File: config.mk
export PLATFORM = sky130hd
export DESIGN_NAME = mem_stage
export DESIGN_NICKNAME = d
export VERILOG_FILES = /design/src/rtl/mem_stage.sv
export SDC_FILE = /design/constraint.sdc
export NUM_CORES = 1
export LEC_CHECK = 0
export ABC_AREA = 1
export BUFFER_PORTS_ARGS = -buffer_cell sky130_fd_sc_hd__buf_2
export CAP_MARGIN = 30
export CORE_MARGIN = 4
export CORE_UTILIZATION = 39
export CTS_BUF_LIST = sky130_fd_sc_hd__clkbuf_8
export CTS_CLUSTER_DIAMETER = 120
export DETAILED_ROUTE_END_ITERATION = 16
export HOLD_SLACK_MARGIN = 0.06
export PLACE_DENSITY = 0.79
export SLEW_MARGIN = 20
export SYNTH_ARGS = -nofsm -noshare
export SYNTH_HDL_FRONTEND = slang
export SYNTH_SLANG_ARGS = --single-unit
export TNS_END_PERCENT = 1
File: constraint.sdc
create_clock -name clk_i -period 1.08 [get_ports clk_i]
set_clock_uncertainty 0.1 [all_clocks]
set_input_delay 0.054 -clock clk_i [delete_from_list [all_inputs] [get_ports clk_i]]
set_output_delay 0.054 -clock clk_i [all_outputs]
set_load 0.03 [all_outputs]
File: src/rtl/mem_stage.sv
// rtl/mem_stage.sv - RISC-V MEM stage: data-memory handshake, stall control, MEM/WB register
// Optional access timeout is enabled by defining MEM_STAGE_TIMEOUT_EN.
module mem_stage #(
  parameter int TIMEOUT_CYCLES = 255
) (
  input  logic        clk_i,
  input  logic        rst_i,
  input  logic        RegWrite_i,
  input  logic        MemtoReg_i,
  input  logic        MemRead_i,
  input  logic        MemWrite_i,
  input  logic [31:0] ALUresult_i,
  input  logic [31:0] RS2data_i,
  input  logic [4:0]  Rd_i,
  output logic        dmem_req_o,
  output logic        dmem_we_o,
  output logic [31:0] dmem_addr_o,
  output logic [31:0] dmem_wdata_o,
  input  logic        dmem_ack_i,
  input  logic [31:0] dmem_rdata_i,
  output logic        stall_o,
  output logic        RegWrite_o,
  output logic        MemtoReg_o,
  output logic [31:0] ALUresult_o,
  output logic [31:0] MemData_o,
  output logic [4:0]  Rd_o,
  output logic        misalign_o,
  output logic        err_o
);

  localparam logic [0:0] IDLE = 1'b0;
  localparam logic [0:0] WAIT = 1'b1;
  localparam logic [15:0] TLIMIT = 16'(TIMEOUT_CYCLES - 1);

  logic [0:0] state;
  logic       mem_op;
  logic       aligned;
  logic       access;
  logic       misacc;
  logic       timeout;
  logic       rd_done;

  assign mem_op  = MemRead_i | MemWrite_i;
  assign aligned = (ALUresult_i[1:0] == 2'b00);
  assign access  = mem_op & aligned;
  assign misacc  = mem_op & ~aligned;

`ifdef MEM_STAGE_TIMEOUT_EN
  logic [15:0] count;

  // Counter is held at zero in IDLE, so it is already cleared on entry to WAIT.
  always_ff @(posedge clk_i) begin
    if (rst_i || state == IDLE) begin
      count <= 16'd0;
    end else begin
      count <= count + 16'd1;
    end
  end

  assign timeout = (state == WAIT) & ~dmem_ack_i & (count == TLIMIT);
`else
  logic unused_cfg;
  assign unused_cfg = ^TLIMIT;
  assign timeout    = 1'b0;
`endif

  assign dmem_req_o   = ~rst_i & (((state == IDLE) & access) | (state == WAIT));
  assign dmem_we_o    = MemWrite_i;
  assign dmem_addr_o  = ALUresult_i;
  assign dmem_wdata_o = RS2data_i;
  assign stall_o      = dmem_req_o & ~dmem_ack_i & ~timeout;
  // A simultaneous read+write is a write, so only a pure read captures rdata.
  assign rd_done      = dmem_req_o & dmem_ack_i & ~MemWrite_i;

  always_ff @(posedge clk_i) begin
    if (rst_i) begin
      state <= IDLE;
    end else begin
      case (state)
        IDLE:    if (access && !dmem_ack_i) state <= WAIT;
        WAIT:    if (dmem_ack_i || timeout) state <= IDLE;
        default: state <= IDLE;
      endcase
    end
  end

  always_ff @(posedge clk_i) begin
    if (rst_i) begin
      RegWrite_o  <= 1'b0;
      MemtoReg_o  <= 1'b0;
      ALUresult_o <= 32'd0;
      MemData_o   <= 32'd0;
      Rd_o        <= 5'd0;
      misalign_o  <= 1'b0;
      err_o       <= 1'b0;
    end else begin
      misalign_o <= misacc;
      err_o      <= timeout;
      if (stall_o) begin
        RegWrite_o <= 1'b0;
        MemtoReg_o <= 1'b0;
      end else begin
        RegWrite_o  <= RegWrite_i & ~misacc & ~timeout;
        MemtoReg_o  <= MemtoReg_i;
        ALUresult_o <= ALUresult_i;
        Rd_o        <= Rd_i;
        if (rd_done) MemData_o <= dmem_rdata_i;
      end
    end
  end

endmodule

==> flow_results.org, run 1 <==
** Global routing
- Largest net degree at the start of global routing :: 49
- Number of antenna violations at the first check in global routing :: 0
- Summed over all layers, the global routing overflow is 0.
- Wire length of the first global-routing pass :: 20.1 mm
- GRT Resource Usage Total :: 22.2%
- The number of global-route vias before repair came to 4174.

** Power
- Power share of the sequential group :: around 40%
- Summed over all nets, the switching power comes to approximately 0.0022 W.
- In this run switching power makes up 30.5% of total power.
- Comb pwr share :: roughly a quarter
- Overall power consumption after layout is estimated at 0.00711 W.
- Maximum vdd ir drop :: 866 uV
- P per Cell Area :: around 1300 nW/um^2
- Summed over all cells, the static leakage comes to 2.83 nW.
- Clock share of power :: 34.2%
- Cell internal pwr :: 0.00494 W

** Status
- The final reports fail on negative setup slack.
- The run finished, with violations left.

** Synth
- Sorting the synthesized cells by how often they occur yields 107 x sky130_fd_sc_hd__nand4_1, 106 x sky130_fd_sc_hd__nand2_1, 73 x sky130_fd_sc_hd__dfxtp_1.
- The netlist uses 17 different library cells.
- Main flop type after synthesis :: sky130_fd_sc_hd__dfxtp_1
- Part of the Yosys area used for sequential elements :: between 40 and 50%
- Post-synthesis register bit count :: 73
- Count of flip-flops with a built-in enable after synthesis :: 0
- The cell count after synthesis came out at 475.
- Average footprint of a synthesized cell :: 7.51 um^2
- By instance count, the leading cell after synthesis is sky130_fd_sc_hd__nand4_1.
- Sorting the synthesized cells by area gives the leading types as sky130_fd_sc_hd__dfxtp_1 41%, sky130_fd_sc_hd__nand4_1 19%, sky130_fd_sc_hd__buf_4 15%.
- Of all flip-flops after synthesis, the portion carrying an async set or reset was 0%.
- In this run the cell area of the synthesized design comes to between 3000 and 4000 um^2.
- The Yosys step of the flow raised 0 warnings.
- The top cell type by area accounts for between 40% and 50% of the synthesized area.
- Summed over all instances, the cell type with the most area after synthesis is sky130_fd_sc_hd__dfxtp_1.
- The number of nets handed over by synthesis was about 580.

** Floorplan
- The floorplan step set the die width to 104 um.
- Number of standard-cell rows in the floorplan :: 34
- 248 I/O pins were placed.
- The die is 104 um tall.
- The initial utilization of the core area, before any placement, comes to 40.5%.
- Core region area :: 8810 um^2
- Die area :: 10700 um^2

** Run
- Max-capacitance violation count :: 0

** Clocking
- Worst-Skew Late Latency :: approximately 330 ps
- CTS saw 73 sinks.
- H-tree depth reported by CTS :: 3
- Clock-pin slew was measured on the worst setup and hold paths at 80 ps.
- In this run, post-CTS hold repair placed between 100 and 150 buffers.
- Number of CTS-inserted buffers :: 9
- TritonCTS built the clock tree.
- In this run the clock root is driven by a sky130_fd_sc_hd__clkbuf_8.
- Counting along the longest clock path gives a buffer depth of 2.

** STA
- Number of endpoints failing setup at the final stage :: 73
- Of the available clock period, the critical path in the final layout requires 114%.
- Once routing completed, OpenROAD measured the worst setup slack at -154 ps.
- The number of failing hold endpoints at the final stage is 0.
- For the final routed database, the setup TNS stands at -7890 ps.
- The final-report max-slew violation count was 0.
- Subtracting the final worst setup slack from the clock period gives 1230 ps.
- Top achievable clock speed :: slightly above 800 MHz
- Setup repair after global routing missed its margin :: true

** Setup path
- Cell type group with the largest total delay on the critical path :: buffers and inverters
- Worst Path Buf+Inv :: 3
- Worst-case reg-to-reg path depth :: 6
- Cells traversed along the worst timing path :: inv_2 -> nand2_4 -> buf_4 -> buf_12 -> nand4_1 -> nand2_1
- Capturing point of the worst reg2reg path :: Rd_o[3]
- Along the worst path, the maximum fanout reaches 48.
- Launching element type of the critical path :: flop
- Arrival time at the worst endpoint :: 1400 ps
- Type of element capturing the critical path :: flop
- In this design, the stage delay of the slowest critical-path cell is 340 ps.
- Among all stages on the critical path, the largest delay is contributed by sky130_fd_sc_hd__dfxtp_2.
- Worst Setup Path Type :: reg2reg
- In this run the register-to-register setup slack is -150 ps.
- Worst flop-to-flop path startpoint :: state
- For the worst setup path, the data required time is 1250 ps.

** Placement
- Placed instance area :: 4120 um^2
- During placement, the flow inserted port buffers numbering 182.
- Routability congestion estimate :: 0.852
- The number of placed instances, taps included, is approximately 680.
- After legalization and detailed placement, the total HPWL measured between 7 and 8 mm.

** Cells and area
- 0 antenna diodes ended up in the layout.
- The post-route netlist has 33.5% of its cells at a drive strength greater than 1.
- After routing the design area is 5590 um^2.
- Relative to the synthesized area, the layout overhead comes to 56.8%.
- Once layout is complete, the cells apart from fillers number ~800.
- The net count of the finished layout is approximately 800.
- Number of filler cells placed in the layout :: about 690

** Min path
- For hold timing, the worst endpoint is state.
- Hold path depth :: 4
- The startpoint identified for the worst hold timing path is rst_i.
- Hold WC Path Type :: in2reg

** Detailed routing
- First-pass detailed-route iteration total :: 4
- Drt first-iter violations :: 155
- In the final routed layout, each cell accounts on average for 15.8 um.
- Routed via count divided by cell count :: between 5 and 6
- Wires add up to 12.7 mm.
- For this block, the via count after detailed routing is 4090.
- Number of remaining DRC errors :: 0
- The count of nets left with antenna violations once routing finished came out at 0.
power groups by stage:
stage,registers (W),logic (W),clock network [W]
6_report,0.00291,0.00177,0.00243
5_1_grt,0.00292,0.00187,0.00263
4_1_cts,0.00290,0.00169,0.00249
3_5_place_dp,0.00296,0.00124,0
3_3_place_gp,0.00295,0.00122,0
2_1_floorplan,0.00321,0.000802,0
registers in the layout, summed over array words and instances, names as in the netlist:
register	cells
MemtoReg_o	1
RegWrite_o	1
MemData_o	32
state	1
misalign_o	1
ALUresult_o	32
Rd_o	5
metrics by stage:
stage	util, %	hold WS (ps)	worst slack (ps)
after floorplan	-	26.4	-19.7
after global placement	46.8	8.20	-57.1
after detailed placement	46.8	8.20	-77.2
after CTS	61.9	18.4	-154
after global routing	63.5	29.4	-210
final	63.5	37.3	-154
timing repair:
| action | in CTS | in global routing |
|---|---|---|
| endpoints found under the hold margin | 104 | 2 |
| pin swaps | 3 | 1 |
| buffers inserted | 1 | 0 |
| resized for setup | 12 | 94 |
| endpoints found under the setup margin | 75 | 126 |
final cells by class:
cell class              count  area, um^2  share of cell area (%)
flip-flops and latches     73        1470                    26.2
clock inverters             5        78.8                    1.41
multi-input cells         257        1270                    22.7
inverters                  39         149                    2.66
clock buffers              11         151                    2.71
repair buffers            308        2340                    41.9
well taps                 108         135                    2.42
how the worst max path moves through the flow:
stage                    from               to  slack, ps  depth (start not counted)
5_1_grt                 state          stall_o       -210                          5
6_report                state          Rd_o[3]       -150                          6
3_3_place_gp            state  ALUresult_o[20]        -60                          5
3_5_place_dp   ALUresult_i[0]    MemData_o[21]        -80                          8
2_1_floorplan           state       dmem_req_o        -20                          5
4_1_cts                 state          stall_o       -150                          5
layer usage:
| metal | part of all wire (%) | vias up | routed length [um] | GRT usage, % |
|---|---|---|---|---|
| li1 | - | 1938 | - | - |
| met1 | 38 | 1895 | 4870 | 24.8 |
| met2 | 52 | 225 | 6540 | 39.0 |
| met3 | 6.8 | 32 | 860 | 7.34 |
| met4 | 3.0 | 0 | 384 | 8.74 |
| met5 | 0 | - | 0 | 0 |
cells in the final DEF (no fill, tap or decap), types with 2 or more instances in the layout:
cell                            Yosys  final
sky130_fd_sc_hd__nand2_4            0      2
sky130_fd_sc_hd__dfxtp_1           73     70
sky130_fd_sc_hd__nor2_1            38     37
sky130_fd_sc_hd__dfxtp_2            0      3
sky130_fd_sc_hd__nand2_1          106    105
sky130_fd_sc_hd__buf_12             0      5
sky130_fd_sc_hd__nand3_2            1      2
sky130_fd_sc_hd__bufinv_16          0      2
sky130_fd_sc_hd__clkbuf_4           0     12
sky130_fd_sc_hd__buf_2             21    128
sky130_fd_sc_hd__inv_2              4      4
sky130_fd_sc_hd__buf_6              3      6
sky130_fd_sc_hd__clkinvlp_4         0      2
sky130_fd_sc_hd__inv_1             34     35
sky130_fd_sc_hd__nand4_1          107    107
sky130_fd_sc_hd__buf_4             70     52
sky130_fd_sc_hd__dlygate4sd3_1      0    104
sky130_fd_sc_hd__clkbuf_8           0     11
logic make-up after synthesis:
family	Yosys count	share of synthesized area, %
flip-flops	73	41.0
AND/OR/NAND/NOR	255	34.7
other	1	0.105
AO/OA/AOI/OAI	1	0.140
buffers and inverters	145	24.1
worst register-to-register path: cells and delay by family (launching register included):
kind,cells,cell delay (ps)
buffers and inverters,3,400
and+or+nand+nor,3,320
DFF,1,340
Note: power is estimated with default switching activity, not from simulation.
==> run 2, diff against run 1 <==
- CORE_UTILIZATION: 39 -> 43
- PLACE_DENSITY: 0.79 -> 0.83
- RECOVER_POWER: not set -> 25
- clock period: 1.08 -> 1.4 ns (I/O delays scaled with it)
==> run 2 against run 1 <==
- the run now ends clean
- worst setup slack gained 190 ps
- register-to-register slack better by 190 ps
- hold slack improved by 46 ps
- clock power is 33% lower
- critical path depth fell by 1
- sequential power is 23% lower
- power shrank 27%
- die area decreased by 8.6%
- combinational power down 26%
- critical endpoint is now state
- largest power group unchanged
- highest routed layer unchanged
==> flow_results.org, run 2 (same netlist as run 1, synthesis figures left out) <==
** Setup path
- Worst Setup Path Type :: reg2reg
- In this run the worst setup path begins at state.
- The worst register-to-register path begins at state.
- The arrival time of the worst setup path was 1480 ps (+80 ps).
- The worst register-to-register path ends at state.
- Type of element capturing the critical path :: flop
- The slowest stage of the critical path belongs to the cell sky130_fd_sc_hd__dlygate4sd3_1.
- Cells traversed along the worst timing path :: inv_2 -> nand2_4 -> nand2_4 -> nor2_2 -> dlygate4sd3_1
- CP required :: 1510 ps (+260 ps)
- The maximum net fanout on the critical path came to 4 (-92%).
- Slowest Stage Delay on Critical Path :: 540 ps (+200 ps)
- Launching element type of the critical path :: flop
- By instance count, the cell type seen most on the critical path is sky130_fd_sc_hd__nand2_4.
- The critical path ends at state.
- The setup slack of the worst register-to-register path is 30 ps (+190 ps).
- Worst-case reg-to-reg path depth :: 5 (-1)

** STA
- Number of pins with negative max-slew slack in the final report :: 0 (unchanged)
- Final number of hold-violating endpoints :: 0 (unchanged)
- The final hold slack was 83.7 ps (+46.4 ps).
- The final setup slack of the worst path came to 32.5 ps (+187 ps).
- The final worst-path cycle share was 97.7% (-17 points).
- Top achievable clock speed :: 731 MHz (-9.8%)
- Min cycle time layout :: 1370 ps (+133 ps)
- The final-report setup violation count is 0 (-100%).

** Detailed routing
- Routed via count divided by cell count :: 5.20 (+1.8%)
- The iteration count of the initial detailed-routing pass came to 6 (+2).
- Total detailed-routing wirelength :: 12.5 mm (-1.0%)
- The remaining antenna violation count after routing came to 0 (unchanged).
- The overall via count from detail_route was 4115 (+0.61%).
- The remaining routing DRC violations is 0 (unchanged).
- Wire length per cell after detailed routing :: 15.8 um (+0.11%)
- The number of DRC markers in iteration 0 was 205 (+32%).

** Cells and area
- In the final layout, the registers with the most flip-flops are ALUresult_o (32), MemData_o (32), Rd_o (5).
- The non-filler instance count after layout was 792 (-1.1%).
- Antenna Diode Count :: 0 (unchanged)
- Most frequent cells in the layout :: 161 x sky130_fd_sc_hd__buf_2, 109 x sky130_fd_sc_hd__dlygate4sd3_1, 107 x sky130_fd_sc_hd__nand4_1
- Leaving out fill and tap cells, the most frequent cell in the layout is sky130_fd_sc_hd__buf_2.
- Share of final-layout standard cells stronger than drive strength 1 :: 29.4% (-4.1 points)
- Signed area change from the synthesized netlist to the final layout :: 49.6%
- The final net count is 793 (-0.38%).

** Power
- Cell internal pwr :: 0.00352 W (-29%)
- Clock share of power :: 31.5% (-2.7 points)
- Standby leakage power :: 2.69 nW (-4.8%)
- The switching power came to 0.00166 W (-24%).
- Comb pwr share :: 25.2% (+0.2 points)
- The largest voltage drop on the vdd net was 501 uV (-42%).
- The post-layout total power was 0.00517 W (-27%).
- The part of the total power dissipated in sequential elements was 43.2% (+2.3 points).
- Switching power as a share of total power :: 32.0% (+1.6 points)
- The total power per unit cell area was 969 nW/um^2 (-24%).

** Placement
- Routability congestion estimate :: 0.800 (-6.1%)
- Placed Instances :: 667 (-1.8%)
- The count of input and output buffers was 182 (unchanged).
- Placement Setup Slack :: 159 ps (+236 ps)
- The half-perimeter wire length after placement came to 7.16 mm (-3.1%).

** Global routing
- The number of global-route vias before repair was 3900 (-6.6%).
- Wire length of the first global-routing pass :: 19.3 mm (-4.3%)
- GRT Resource Usage Total :: 23.7% (+1.5 points)
- The maximum number of pins on one net before global-route repair came to 53 (+8.2%).
- GRT Residual Overflow :: 0 (unchanged)
- Number of antenna violations at the first check in global routing :: 0 (unchanged)

** Floorplan
- The die height came to 99.1 um (-4.4%).
- Die X-Extent :: 99.1 um (-4.4%)
- Num ports :: 248 (unchanged)
- Core region area :: 7890 um^2 (-10%)
- The area of the die was 9810 um^2 (-8.6%).
- The total number of placement rows was 32 (-5.9%).
- The starting density of the core is 45.2% (+4.7 points).

** Clocking
- Root buffer selected by CTS :: sky130_fd_sc_hd__clkbuf_8
- The clock sink count was 73 (unchanged).
- Clock tree from TritonCTS :: yes
- Largest buffer count on any clock path :: 2 (unchanged)
- The total setup buffers inserted after CTS was 0 (-1).
- Clock-pin slew on the worst setup and hold paths :: 80 ps (about the same)
- Worst-Skew Late Latency :: 320 ps (about the same)
- The H-tree depth came to 3 (unchanged).
- The number of CTS-inserted buffers was 9 (unchanged).

** Run
- Max-capacitance violation count :: 0 (unchanged)

** Min path
- Hold WC Path Type :: in2reg

** Status
- The run finished with clean final reports.
-- run 2: cell count changes in the layout (fill, tap and decap cells not counted), sizes merged --
cell,previous run,this run
bufinv,2,1
clkbuf,23,30
buf,191,176
dlygate4sd3,104,109
dlymetal6s4s,1,0
clkinv,0,2
-- run 2: worst min path at each step --
stage / slack, ps / from / depth (start not counted) / endpoint
CTS: 60 / dmem_ack_i / 4 / ALUresult_o[0]
detailed placement: 40 / RS2data_i[0] / 0 / dmem_wdata_o[0]
global route: 100 / dmem_ack_i / 4 / ALUresult_o[0]
floorplan: 40 / dmem_ack_i / 1 / state
finish: 80 / dmem_ack_i / 4 / ALUresult_o[4]
global placement: 40 / RS2data_i[0] / 0 / dmem_wdata_o[0]
-- run 2: power groups by stage --
stage | Sequential [W] | Clock [W] | Combinational [W]
2_1_floorplan | 0.00248 | 0 | 0.000617
3_3_place_gp | 0.00228 | 0 | 0.000920
3_5_place_dp | 0.00228 | 0 | 0.000934
4_1_cts | 0.00223 | 0.00167 | 0.00128
5_1_grt | 0.00224 | 0.00176 | 0.00138
6_report | 0.00224 | 0.00163 | 0.00131
-- run 2: through the flow --
stage / util [%] / area, um^2 / TNS, ps
floorplan: - / 3570 / 0
global placement: 51.3 / 4050 / 0
detailed placement: 51.3 / 4050 / 0
CTS: 67.8 / 5350 / 0
global route: 67.6 / 5330 / -14.3
finish: 67.6 / 5330 / 0
-- run 2: final cells by class --
class	instances	area, um^2
Multi-Input combinational cell	257	1260
Inverter	39	149
Fill cell	617	2550
Sequential cell	73	1460
Clock buffer	10	138
Clock inverter	6	58.8
Tap cell	102	128
Timing Repair Buffer	305	2130
-- run 2: critical path: cells and delay by family, from the launching register on --
family                 cells  cell delay, ps
and+or+nand+nor            3             210
DFF                        1             330
buffers and inverters      2             610
-- run 2: repair_timing --
action                                  4_1_cts  5_1_grt
hold endpoints to repair                    105        0
gates resized for setup                       3        4
pin swaps                                     0        0
endpoints found under the setup margin        2        2
hold buffers                                109        0
gates cloned                                  0        0
-- run 2: metal layers --
metal  GRT usage, %  vias up  routed length, um  part of all wire [%]
met3           5.94       39               1270                    10
met2           40.7      288               6200                    50
met5              0        -                  0                     0
li1               -     1931                  -                     -
met1           27.5     1857               4600                    37
met4           11.2        0                455                   3.6
==> run 3, diff against run 2 <==
--- a/config.mk
+++ b/config.mk
@@ -17,4 +17,5 @@
 export PLACE_DENSITY = 0.83
 export RECOVER_POWER = 25
+export REMOVE_ABC_BUFFERS = 1
 export SLEW_MARGIN = 20
 export SYNTH_ARGS = -nofsm -noshare
--- a/constraint.sdc
+++ b/constraint.sdc
@@ -3,3 +3,3 @@
 set_input_delay 0.07 -clock clk_i [delete_from_list [all_inputs] [get_ports clk_i]]
 set_output_delay 0.07 -clock clk_i [all_outputs]
-set_load 0.03 [all_outputs]
+set_load 0.005 [all_outputs]
==> run 3 against run 2 <==
- non-clock buffer count stayed put
- via count is 2.6% higher
- clock-buffer cell count stayed put
- largest cell class unchanged
- critical path type is now in2reg
- clock power is 13% lower
- combinational power is 26% lower
- global-route usage is 4.2 points higher
- highest routed layer unchanged
- critical endpoint is now MemtoReg_o
- first-iteration DRC count is 26% higher
==> flow_results.org, run 3 (same netlist as run 1, synthesis figures left out) <==
** Setup path
- Cells traversed along the worst timing path :: dlygate4sd3_1 -> buf_2 -> inv_4 -> nand4_1 -> buf_12 -> nand3_1 -> nor2_1
- Broken down by cell family, the worst path's largest delay share belongs to buffers and inverters.
- Worst Setup Path Type :: in2reg
- The arrival time of the worst setup path was 1520 ps (+40 ps).
- The depth of the worst register-to-register path came to 6 (+1).
- CP required :: 1560 ps (+50 ps)
- The setup slack of the worst register-to-register path was 140 ps (+110 ps).
- The maximum net fanout on the critical path is 38 (+34).
- The worst setup path is captured at a flop.
- The number of buffer and inverter instances along the worst setup path is 4 (+2).
- Worst flop-to-flop path startpoint :: state
- Launching element type of the critical path :: input pin
- Slowest-stage cell, CP :: sky130_fd_sc_hd__dlygate4sd3_1
- The longest individual stage delay on the worst path was 540 ps (about the same).
- In this run the critical register-to-register path is captured at ALUresult_o[25].

** Floorplan
- Starting Density :: 45.2% (unchanged)
- The area of the die was 9810 um^2 (unchanged).
- Number of standard-cell rows in the floorplan :: 32 (unchanged)
- Core region area :: 7890 um^2 (unchanged)
- Die Span Y :: 99.1 um (unchanged)
- Die X-Extent :: 99.1 um (unchanged)
- The I/O pin count came to 248 (unchanged).

** Clocking
- The maximum root-to-sink buffer count is 2 (unchanged).
- Clock-pin slew on the worst setup and hold paths :: 80 ps (about the same)
- The later-pin clock latency in the skew report is 330 ps (about the same).
- H-tree depth reported by CTS :: 3 (unchanged)
- The number of CTS-inserted buffers was 9 (unchanged).
- TritonCTS built the clock tree.
- Root buffer selected by CTS :: sky130_fd_sc_hd__clkbuf_8
- The clock sink count was 73 (unchanged).

** Power
- Maximum vdd ir drop :: 515 uV (+2.7%)
- Standby leakage power :: 2.78 nW (+3.0%)
- Power Total :: 0.00461 W (-11%)
- The total power per unit cell area is 859 nW/um^2 (-11%).

** Detailed routing
- The remaining routing DRC violations is 0 (unchanged).
- The average routed wire per standard cell was 18.0 um (+14%).
- The number of DRC markers in iteration 0 is 259 (+26%).
- The iteration count of the initial detailed-routing pass is 5 (-1).
- Total detailed-routing wirelength :: 14.3 mm (+14%)
- The overall via count from detail_route came to 4220 (+2.6%).
- Number of routed nets with antenna violations :: 0 (unchanged)
- Routed via count divided by cell count :: 5.32 (+2.4%)

** Run
- The number of max-cap violations was 0 (unchanged).

** Cells and area
- Most frequent cells in the layout :: 179 x sky130_fd_sc_hd__buf_2, 108 x sky130_fd_sc_hd__dlygate4sd3_1, 107 x sky130_fd_sc_hd__nand4_1
- Leading registers by flop count :: ALUresult_o (32), MemData_o (32), Rd_o (5)
- The non-filler instance count after layout came to 793 (+0.13%).
- The final net count came to 793 (unchanged).
- The share of layout cells above drive strength 1 came to 31.8% (+2.4 points).
- Most common cell after layout, fill and taps aside :: sky130_fd_sc_hd__buf_2
- Signed area change from the synthesized netlist to the final layout :: 50.7%

** Min path
- Hold WC Path Type :: in2reg
- The cell depth of the worst min-delay path was 5 (+1).
- The worst hold path terminates at state.
- The startpoint identified for the worst hold timing path is rst_i.

** STA
- The number of failing hold endpoints at the final stage came to 0 (unchanged).
- The final setup slack of the worst path is 41.2 ps (+8.72 ps).
- Min cycle time layout :: 1360 ps (-8.72 ps)
- Setup repair after global routing missed its margin :: true
- Top achievable clock speed :: 736 MHz (+0.64%)
- The final worst-path cycle share came to 97.1% (-0.62 points).
- Number of pins with negative max-slew slack in the final report :: 0 (unchanged)
- The final-report setup violation count came to 0 (unchanged).
- Setup_tns :: 0 ps (unchanged)
- The final hold slack was 165 ps (+81.1 ps).

** Global routing
- The number of global-route vias before repair is 4121 (+5.7%).
- The number of antenna violations at the first check in global routing came to 2 (+2).
- Wire length of the first global-routing pass :: 21.9 mm (+14%)
- The remaining global-route overflow was 0 (unchanged).
- The global-route usage over all layers was 27.9% (+4.2 points).
- The maximum number of pins on one net before global-route repair came to 46 (-13%).

** Placement
- The half-perimeter wire length after placement was 7.73 mm (+7.9%).
- The routability-driven placement congestion ratio was 0.820 (+2.5%).
- Placed Instances :: 664 (-0.45%)
- Placement Setup Slack :: 175 ps (+16.2 ps)
- Number of buffers inserted by port buffering :: 182 (unchanged)

** Status
- Run status :: finished clean
-- run 3: cell types whose count changed in the layout (fill, tap and decap cells not counted), sizes merged --
cell,change
buf,+17
bufbuf,+1
bufinv,-1
clkbuf,-17
clkinvlp,-1
diode,+2
dlygate4sd3,-1
inv,+1
-- run 3: worst min-delay path: cells and delay by family --
kind | cells | cell delay (ps)
buffers and inverters | 3 | 350
and+or+nand+nor | 2 | 140
-- run 3: timing repair --
action	in CTS	in global routing
resized for setup	1	9
hold buffers	108	0
gates cloned	1	0
pin swaps	1	1
endpoints found under the hold margin	105	0
setup buffers	2	1
setup endpoints to repair	2	67
-- run 3: cell type report --
type	count	area [um^2]
fill	563	2510
timing repair buffer	305	2200
sequential	73	1460
multi-input combinational	257	1270
inverter	39	151
clock buffer	10	138
tap	102	128
clock inverter	5	25.0
antenna	2	5.00
-- run 3: power breakdown --
part | internal [W] | total, W | switching [W]
Clock | 0.000664 | 0.00141 | 0.000746
Sequential | 0.00218 | 0.00224 | 0.0000579
Combinational | 0.000498 | 0.000966 | 0.000467
-- run 3: worst max path at each step --
stage,cells after the start,end,startpoint
5_1_grt,7,MemtoReg_o,dmem_ack_i
2_1_floorplan,5,MemData_o[0],state
4_1_cts,6,stall_o,state
6_report,7,MemtoReg_o,dmem_ack_i
3_3_place_gp,8,MemData_o[15],ALUresult_i[0]
3_5_place_dp,8,MemData_o[9],ALUresult_i[0]
-- run 3: routing by layer --
metal  wire, um  GRT usage (%)
met1       5550           35.3
met4        450           11.2
met5          0              0
met3       1580           8.14
met2       6710           44.3
-- run 3: metrics by stage --
| stage | util [%] | cell area [um^2] |
|---|---|---|
| after floorplan | - | 2860 |
| after global routing | 68.1 | 5370 |
| after detailed placement | 51.2 | 4040 |
| after global placement | 51.2 | 4040 |
| final | 68.1 | 5370 |
| after CTS | 67.7 | 5340 |
